File: config.mk
export PLATFORM = sky130hd
export DESIGN_NAME = ls374_bus_sequencer_flat
export DESIGN_NICKNAME = d
export VERILOG_FILES = /design/src/rtl/ls374_bus_sequencer_pkg.sv /design/src/rtl/ls374_bus_sequencer_if.sv /design/src/rtl/ls374_bus_sequencer_rr_arbiter.sv /design/src/rtl/ls374_bus_sequencer.sv /design/src/flat_wrapper.sv
export SDC_FILE = /design/constraint.sdc
export NUM_CORES = 1
export LEC_CHECK = 0
export ABC_AREA = 1
export BUFFER_PORTS_ARGS = -buffer_cell sky130_fd_sc_hd__buf_2
export CORE_MARGIN = 2
export CORE_UTILIZATION = 45
export CTS_CLUSTER_DIAMETER = 60
export DETAILED_ROUTE_END_ITERATION = 7
export HOLD_SLACK_MARGIN = 0.05
export PLACE_DENSITY = 0.64
export SYNTH_ARGS = -nofsm -noshare
export SYNTH_HDL_FRONTEND = slang
export SYNTH_HIERARCHICAL = 1
export SYNTH_SLANG_ARGS = --single-unit
File: constraint.sdc
create_clock -name cp -period 3.63 [get_ports cp]
set_input_delay 0.1815 -clock cp [delete_from_list [all_inputs] [get_ports cp]]
set_output_delay 0.1815 -clock cp [all_outputs]
set_load 0.02 [all_outputs]
File: src/rtl/ls374_bus_sequencer_pkg.sv
// Shared state encoding and sizing helpers for the ls374 bus sequencer.
// Imported by the interface, the round-robin arbiter and the top level.
package ls374_bus_sequencer_pkg;

  typedef enum logic [2:0] {
    ST_IDLE,
    ST_DRIVE,
    ST_STROBE,
    ST_RELEASE,
    ST_TURN
  } state_e;

  localparam int DEF_N      = 4;
  localparam int DEF_R      = 4;
  localparam int DEF_SETTLE = 2;
  localparam int DEF_TURN   = 1;

  // Index width, never below one bit so single-entry banks still have a port.
  function automatic int idx_w(input int n);
    return (n <= 2) ? 1 : $clog2(n);
  endfunction

  function automatic int cnt_w(input int settle, input int turn);
    int m;
    m = (settle > turn) ? settle : turn;
    return (m < 1) ? 1 : $clog2(m + 1);
  endfunction

endpackage

File: src/rtl/ls374_bus_sequencer_if.sv
// Request/grant and register-bank control bundle between requesters and the sequencer.
// The master side issues transfers; the slave side (the sequencer) drives grants and strobes.
interface ls374_bus_sequencer_if
  import ls374_bus_sequencer_pkg::*;
#(
  parameter int N    = DEF_N,
  parameter int R    = DEF_R,
  parameter int IDXW = idx_w(DEF_R)
);
  logic [N-1:0]      req;
  logic [N*IDXW-1:0] xfer_src;
  logic [N*IDXW-1:0] xfer_dst;
  logic [N-1:0]      gnt;
  logic [N-1:0]      done;
  logic              err;
  logic [R-1:0]      oe_;
  logic [R-1:0]      ld;
  logic              busy;

  modport master (
    output req, xfer_src, xfer_dst,
    input  gnt, done, err, oe_, ld, busy
  );

  modport slave (
    input  req, xfer_src, xfer_dst,
    output gnt, done, err, oe_, ld, busy
  );
endinterface

File: src/rtl/ls374_bus_sequencer_rr_arbiter.sv
// Combinational round-robin pick: first requester at or after ptr_i, wrapping.
// Zero latency; the caller registers the result and advances the pointer.
module ls374_bus_sequencer_rr_arbiter
  import ls374_bus_sequencer_pkg::*;
#(
  parameter int N  = DEF_N,
  parameter int PW = idx_w(DEF_N)
) (
  input  logic [N-1:0]  req_i,
  input  logic [PW-1:0] ptr_i,
  output logic [N-1:0]  gnt_oh_o,
  output logic [PW-1:0] gnt_idx_o,
  output logic          any_o
);

  logic [PW-1:0] idx;

  always_comb begin
    gnt_oh_o  = '0;
    gnt_idx_o = '0;
    any_o     = 1'b0;
    idx       = '0;
    for (int i = 0; i < N; i++) begin
      idx = PW'((int'(ptr_i) + i) % N);
      if (!any_o && req_i[idx]) begin
        any_o          = 1'b1;
        gnt_oh_o[idx]  = 1'b1;
        gnt_idx_o      = idx;
      end
    end
  end

endmodule

File: src/rtl/ls374_bus_sequencer.sv
// Arbitrates register-to-register transfers on a shared 3-state bus; period SETTLE+TURN+3 cycles.
// Requesters hold req until done; one grant per idle visit, at most one register drives the bus.
module ls374_bus_sequencer
  import ls374_bus_sequencer_pkg::*;
#(
  parameter int N      = DEF_N,
  parameter int R      = DEF_R,
  parameter int SETTLE = DEF_SETTLE,
  parameter int TURN   = DEF_TURN
) (
  input  logic                 cp,
  input  logic                 mr_,
  ls374_bus_sequencer_if.slave bus
);

  localparam int IDXW = idx_w(R);
  localparam int PW   = idx_w(N);
  localparam int CW   = cnt_w(SETTLE, TURN);

  state_e          state_q;
  logic [PW-1:0]   ptr_q;
  logic [IDXW-1:0] src_q, dst_q;
  logic            rej_q;
  logic [CW-1:0]   cnt_q;
  logic [R-1:0]    oe_q, ld_q;
  logic [N-1:0]    gnt_q, done_q;
  logic            err_q, busy_q;

  logic [N-1:0]    arb_oh;
  logic [PW-1:0]   arb_idx;
  logic            arb_any;
  logic [IDXW-1:0] src_d, dst_d;
  logic            valid_d;
  logic [PW-1:0]   ptr_d;

  ls374_bus_sequencer_rr_arbiter #(.N(N), .PW(PW)) u_arb (
    .req_i     (bus.req),
    .ptr_i     (ptr_q),
    .gnt_oh_o  (arb_oh),
    .gnt_idx_o (arb_idx),
    .any_o     (arb_any)
  );

  always_comb begin
    src_d   = bus.xfer_src[int'(arb_idx)*IDXW +: IDXW];
    dst_d   = bus.xfer_dst[int'(arb_idx)*IDXW +: IDXW];
    valid_d = (int'(src_d) < R) && (int'(dst_d) < R) && (src_d != dst_d);
    ptr_d   = (int'(arb_idx) == N - 1) ? '0 : arb_idx + 1'b1;
  end

  always_ff @(posedge cp or negedge mr_) begin
    if (!mr_) begin
      state_q <= ST_IDLE;
      ptr_q   <= '0;
      src_q   <= '0;
      dst_q   <= '0;
      rej_q   <= 1'b0;
      cnt_q   <= '0;
      oe_q    <= '1;
      ld_q    <= '0;
      gnt_q   <= '0;
      done_q  <= '0;
      err_q   <= 1'b0;
      busy_q  <= 1'b0;
    end else begin
      done_q <= '0;
      err_q  <= 1'b0;
      ld_q   <= '0;
      case (state_q)
        ST_IDLE: begin
          if (arb_any) begin
            gnt_q  <= arb_oh;
            busy_q <= 1'b1;
            src_q  <= src_d;
            dst_q  <= dst_d;
            ptr_q  <= ptr_d;
            if (valid_d) begin
              state_q <= ST_DRIVE;
              rej_q   <= 1'b0;
              oe_q    <= ~(R'(1) << src_d);
              cnt_q   <= CW'(SETTLE - 1);
            end else begin
              // Rejected requests skip the bus entirely and complete at once.
              state_q <= ST_RELEASE;
              rej_q   <= 1'b1;
              done_q  <= arb_oh;
              err_q   <= 1'b1;
            end
          end
        end
        ST_DRIVE: begin
          if (cnt_q == '0) begin
            state_q <= ST_STROBE;
            oe_q    <= ~(R'(1) << src_q);
            ld_q    <= R'(1) << dst_q;
          end else begin
            cnt_q <= cnt_q - 1'b1;
          end
        end
        ST_STROBE: begin
          // ld falls on this edge while oe_ releases, so the capture sees a driven bus.
          state_q <= ST_RELEASE;
          oe_q    <= '1;
          done_q  <= gnt_q;
          err_q   <= rej_q;
        end
        ST_RELEASE: begin
          gnt_q <= '0;
          if (TURN == 0) begin
            state_q <= ST_IDLE;
            busy_q  <= 1'b0;
          end else begin
            state_q <= ST_TURN;
            cnt_q   <= CW'(TURN - 1);
          end
        end
        ST_TURN: begin
          if (cnt_q == '0) begin
            state_q <= ST_IDLE;
            busy_q  <= 1'b0;
          end else begin
            cnt_q <= cnt_q - 1'b1;
          end
        end
        default: begin
          state_q <= ST_IDLE;
          oe_q    <= '1;
          gnt_q   <= '0;
          busy_q  <= 1'b0;
        end
      endcase
    end
  end

  assign bus.oe_  = oe_q;
  assign bus.ld   = ld_q;
  assign bus.gnt  = gnt_q;
  assign bus.done = done_q;
  assign bus.err  = err_q;
  assign bus.busy = busy_q;

endmodule

File: src/flat_wrapper.sv
// flat-port wrapper written by rule: the top's interface ports become plain ports
module ls374_bus_sequencer_flat import ls374_bus_sequencer_pkg::*;
#(
  parameter int N      = DEF_N,
  parameter int R      = DEF_R,
  parameter int SETTLE = DEF_SETTLE,
  parameter int TURN   = DEF_TURN
)
  (cp, mr_, bus_req, bus_xfer_src, bus_xfer_dst, bus_gnt, bus_done, bus_err, bus_oe_, bus_ld, bus_busy);
  ls374_bus_sequencer_if #(.N(N), .R(R), .IDXW((2))) bus_i ();
  input  logic cp;
  input  logic mr_;
  input wire logic [$bits(bus_i.req)-1:0] bus_req;
  input wire logic [$bits(bus_i.xfer_src)-1:0] bus_xfer_src;
  input wire logic [$bits(bus_i.xfer_dst)-1:0] bus_xfer_dst;
  output wire logic [$bits(bus_i.gnt)-1:0] bus_gnt;
  output wire logic [$bits(bus_i.done)-1:0] bus_done;
  output wire logic [$bits(bus_i.err)-1:0] bus_err;
  output wire logic [$bits(bus_i.oe_)-1:0] bus_oe_;
  output wire logic [$bits(bus_i.ld)-1:0] bus_ld;
  output wire logic [$bits(bus_i.busy)-1:0] bus_busy;
  assign bus_i.req = bus_req;
  assign bus_i.xfer_src = bus_xfer_src;
  assign bus_i.xfer_dst = bus_xfer_dst;
  assign bus_gnt = bus_i.gnt;
  assign bus_done = bus_i.done;
  assign bus_err = bus_i.err;
  assign bus_oe_ = bus_i.oe_;
  assign bus_ld = bus_i.ld;
  assign bus_busy = bus_i.busy;
  ls374_bus_sequencer #(.N(N), .R(R), .SETTLE(SETTLE), .TURN(TURN)) u_core (.cp(cp), .mr_(mr_), .bus(bus_i));
endmodule
==> impl_metrics.toml <==
[outcome]
status = "completed"

[clock_tree]
cts-buffers-inserted = 5
cts-root-buf = "sky130_fd_sc_hd__clkbuf_8"
worstSkewPairLatency_ns = 0.28
clock_tree.buffer_depth = 2
cts_tree = "built"
cts_sinks = 30
cts_post_setup_buffers_inserted = 0
worst_setup_hold_path_clk_slew_ns = 0.07
cts_max_level = 2

[layout]
fillerInstances = 445
area.sequential_sq_um = 756
num-nets-final = 360
stdcell_count = 384
multiInputGateArea_sq_mm = 0.00114
commonest_cells_after_routing_fill_and_taps_aside = "sky130_fd_sc_hd__nand2_1 (88), sky130_fd_sc_hd__buf_2 (39), sky130_fd_sc_hd__nand3_1 (35), sky130_fd_sc_hd__inv_1 (34), sky130_fd_sc_hd__dfrtp_1 (26)"
areaGrowthSynthToFinish_pct = 16.1
diodes = 0
final_common_cell = "sky130_fd_sc_hd__nand2_1"
drive_above_1_share = 0.250

[sta]
slew-limit-headroom = 0.541
report.final.setup_viol = 0
fmax_mhz = 314
timing.final.crit_share = 0.878
layout_setup_ws_ns = 0.442
fin_skew_ns = 0.00674
rsz0062_at_grt = "false"
number_of_max_slew_violations_in_the_final_report = 0
final.setup.tns_ns = 0
final_hold_viol_count = 0
fin_crit_ns = 3.19
timing_worst_slew_pin_value_ns = 0.688

[worst_setup_path]
critPathTopFamily = "simple AND/OR/NAND/NOR gates"
worst_path_max_delay_cell = "sky130_fd_sc_hd__dfrtp_1"
end_kind = "flop"
crit_top_cell = "sky130_fd_sc_hd__nand2_1"
critical_path_buf_inv_count = 4
worst_r2r_startpoint = "u_core/ptr_q[0]"
ff2ff_path_depth = 18
crit_path_cell_trace = "inv_2 > ha_1 > inv_1 > nand3_1 > nand2_1 > nor2_1 > a21oi_1 > nand3_1 > inv_4 > nand3_1 > nand2_1 > inv_1 > nand2_1 > nand2_1 > nand3_2 > nand2_2 > nand2_1 > nand2_1"
timing.critical_path.from_type = "flop"
cp.arrival_ns = 3.41
highest_net_fanout_along_the_worst_path = 10
regToRegEndpoint = "u_core/bus.oe_[1]"
reg2reg_slack_ns = 0.44
cp.required_ns = 3.85
slowest_delay_ns = 0.53
setup.worst_path.class = "reg -> reg"

[route]
drtAntennaViolNets = 0
dr.pass1.iters = 4
drc = 0
drt_iter0_markers = 101
routedWlPerCell_um = 11.9
post_drt_via_cell_ratio = 5.01
route.vias.total = 1922
routed_wl_um = 4560

[yosys]
count_of_mapped_cells_out_of_synthesis = 288
synthArstFlopShare = 1.00
synth_warnings = 6
synth_top_flop_cell = "sky130_fd_sc_hd__dfrtp_1"
synth_seq_area_share = 0.363
number_of_synthesized_flops_with_an_enable_pin = 0
ys_seq_elements = 30
avgSynthCellArea_sq_um = 7.22
yosysUniqueCellTypes = 29
mappedNetlistArea_sq_mm = 0.00208
synth_fp_nets = 317

[hold_path]
min_path_cells = 5
hold-path-endpoint = "u_core/dst_q[0]"
worstHoldStart = "bus_xfer_dst[4]"
hp-class = "in -> reg"

[global_routing]
grt_first_pass_wirelength_um = 7940
grt_overflow = 0
antenna_violations_before_repair = 0
number_of_global_route_vias_before_repair = 1771
track_usage = 0.192
grt_max_degree = 31

[place]
port_buffers = 39
placement.setup.worst_slack_ns = 0.354
gp_routability_congestion = 0.847
dp_cells = 375
hpwl_um = 3430

[die]
area_of_the_core_region_sq_mm = 0.00441
fp.dieArea_sq_mm = 0.00518
initial_core_util = 0.471
io-pin-count = 40
die_width_um = 72.0
die_h_um = 72.0
placement_rows = 24

[run]
cap_viol_max_count = 0
## per-layer routing
metal | GRT usage | part of all wire | wire, um | vias up
met5 | 0 | 0 | 0 | -
li1 | - | - | - | 1032
met1 | 0.273 | 0.50 | 2300 | 816
met2 | 0.294 | 0.42 | 1910 | 70
met4 | 0.0566 | 0.013 | 57 | 0
met3 | 0.0431 | 0.065 | 298 | 4
## synth_stat cells, types with 5 or more instances
cell                      count  area (sq um)
sky130_fd_sc_hd__ha_1         7          87.6
sky130_fd_sc_hd__a21oi_1     10          50.1
sky130_fd_sc_hd__dfrtp_1     26           651
sky130_fd_sc_hd__inv_1       34           128
sky130_fd_sc_hd__o21ai_0     17          85.1
sky130_fd_sc_hd__nor2_1       5          18.8
sky130_fd_sc_hd__nand4_1      7          43.8
sky130_fd_sc_hd__nand2_2     13          81.3
sky130_fd_sc_hd__nand3_1     36           180
sky130_fd_sc_hd__nand2_1     88           330
## cell families after synthesis
kind of cell,after synthesis,synth area share
buffers and inverters,44,0.0902
and+or+nand+nor,166,0.390
DFF,30,0.363
adders and majority gates,7,0.0421
AOI/OAI and AO/OA,41,0.114
## worst min-delay path, cell delays in order
cell,delay [ns]
sky130_fd_sc_hd__buf_2,0.10
sky130_fd_sc_hd__nand2_1,0.07
sky130_fd_sc_hd__nand3_1,0.06
sky130_fd_sc_hd__nand2_1,0.08
sky130_fd_sc_hd__o21ai_0,0.07
## state kept, by name, summed over array words and instances (netlist names)
name             count
u_core/bus.busy      1
u_core/bus.done      4
u_core/dst_q         2
u_core/bus.ld        4
u_core/state_q       3
u_core/bus.oe_       4
u_core/rej_q         1
u_core/cnt_q         2
u_core/bus.err       1
u_core/bus.gnt       4
u_core/ptr_q         2
u_core/src_q         2
## timing repair
action | CTS | global route
hold buffers | 1 | 0
endpoints found under the setup margin | 0 | 13
endpoints found under the hold margin | 26 | 0
resized for setup | 0 | 1
## area by class of cell
cell class,count,share of cell area
Timing Repair Buffer,40,0.0850
Multi-Input combinational cell,214,0.473
Sequential cell,30,0.313
Clock inverter,1,0.00207
Tap cell,52,0.0270
Inverter,40,0.0643
Clock buffer,7,0.0358
## metrics by stage
step                      hold WS [ns]  utilization  instance area (sq um)
final                            0.330        0.547                   2410
after global routing             0.366        0.547                   2410
after CTS                        0.317        0.546                   2410
after detailed placement         0.263        0.523                   2310
after global placement           0.263        0.523                   2310
after floorplan                 -0.114            -                   2080
## how the worst max path moves through the flow
stage	startpoint	endpoint	slack, ns	depth (start not counted)
finish	u_core/ptr_q[0]	u_core/bus.oe_[1]	0.44	18
global route	u_core/ptr_q[0]	u_core/bus.oe_[3]	0.06	18
CTS	u_core/ptr_q[0]	u_core/bus.oe_[2]	0.34	18
detailed placement	u_core/ptr_q[0]	u_core/bus.oe_[2]	0.35	18
global placement	u_core/ptr_q[0]	u_core/bus.oe_[2]	0.47	18
floorplan	u_core/ptr_q[0]	u_core/cnt_q[0]	1.05	18
Power is not shown: default switching activity piles up to over one toggle a cycle in this logic, so the estimate is an artifact.
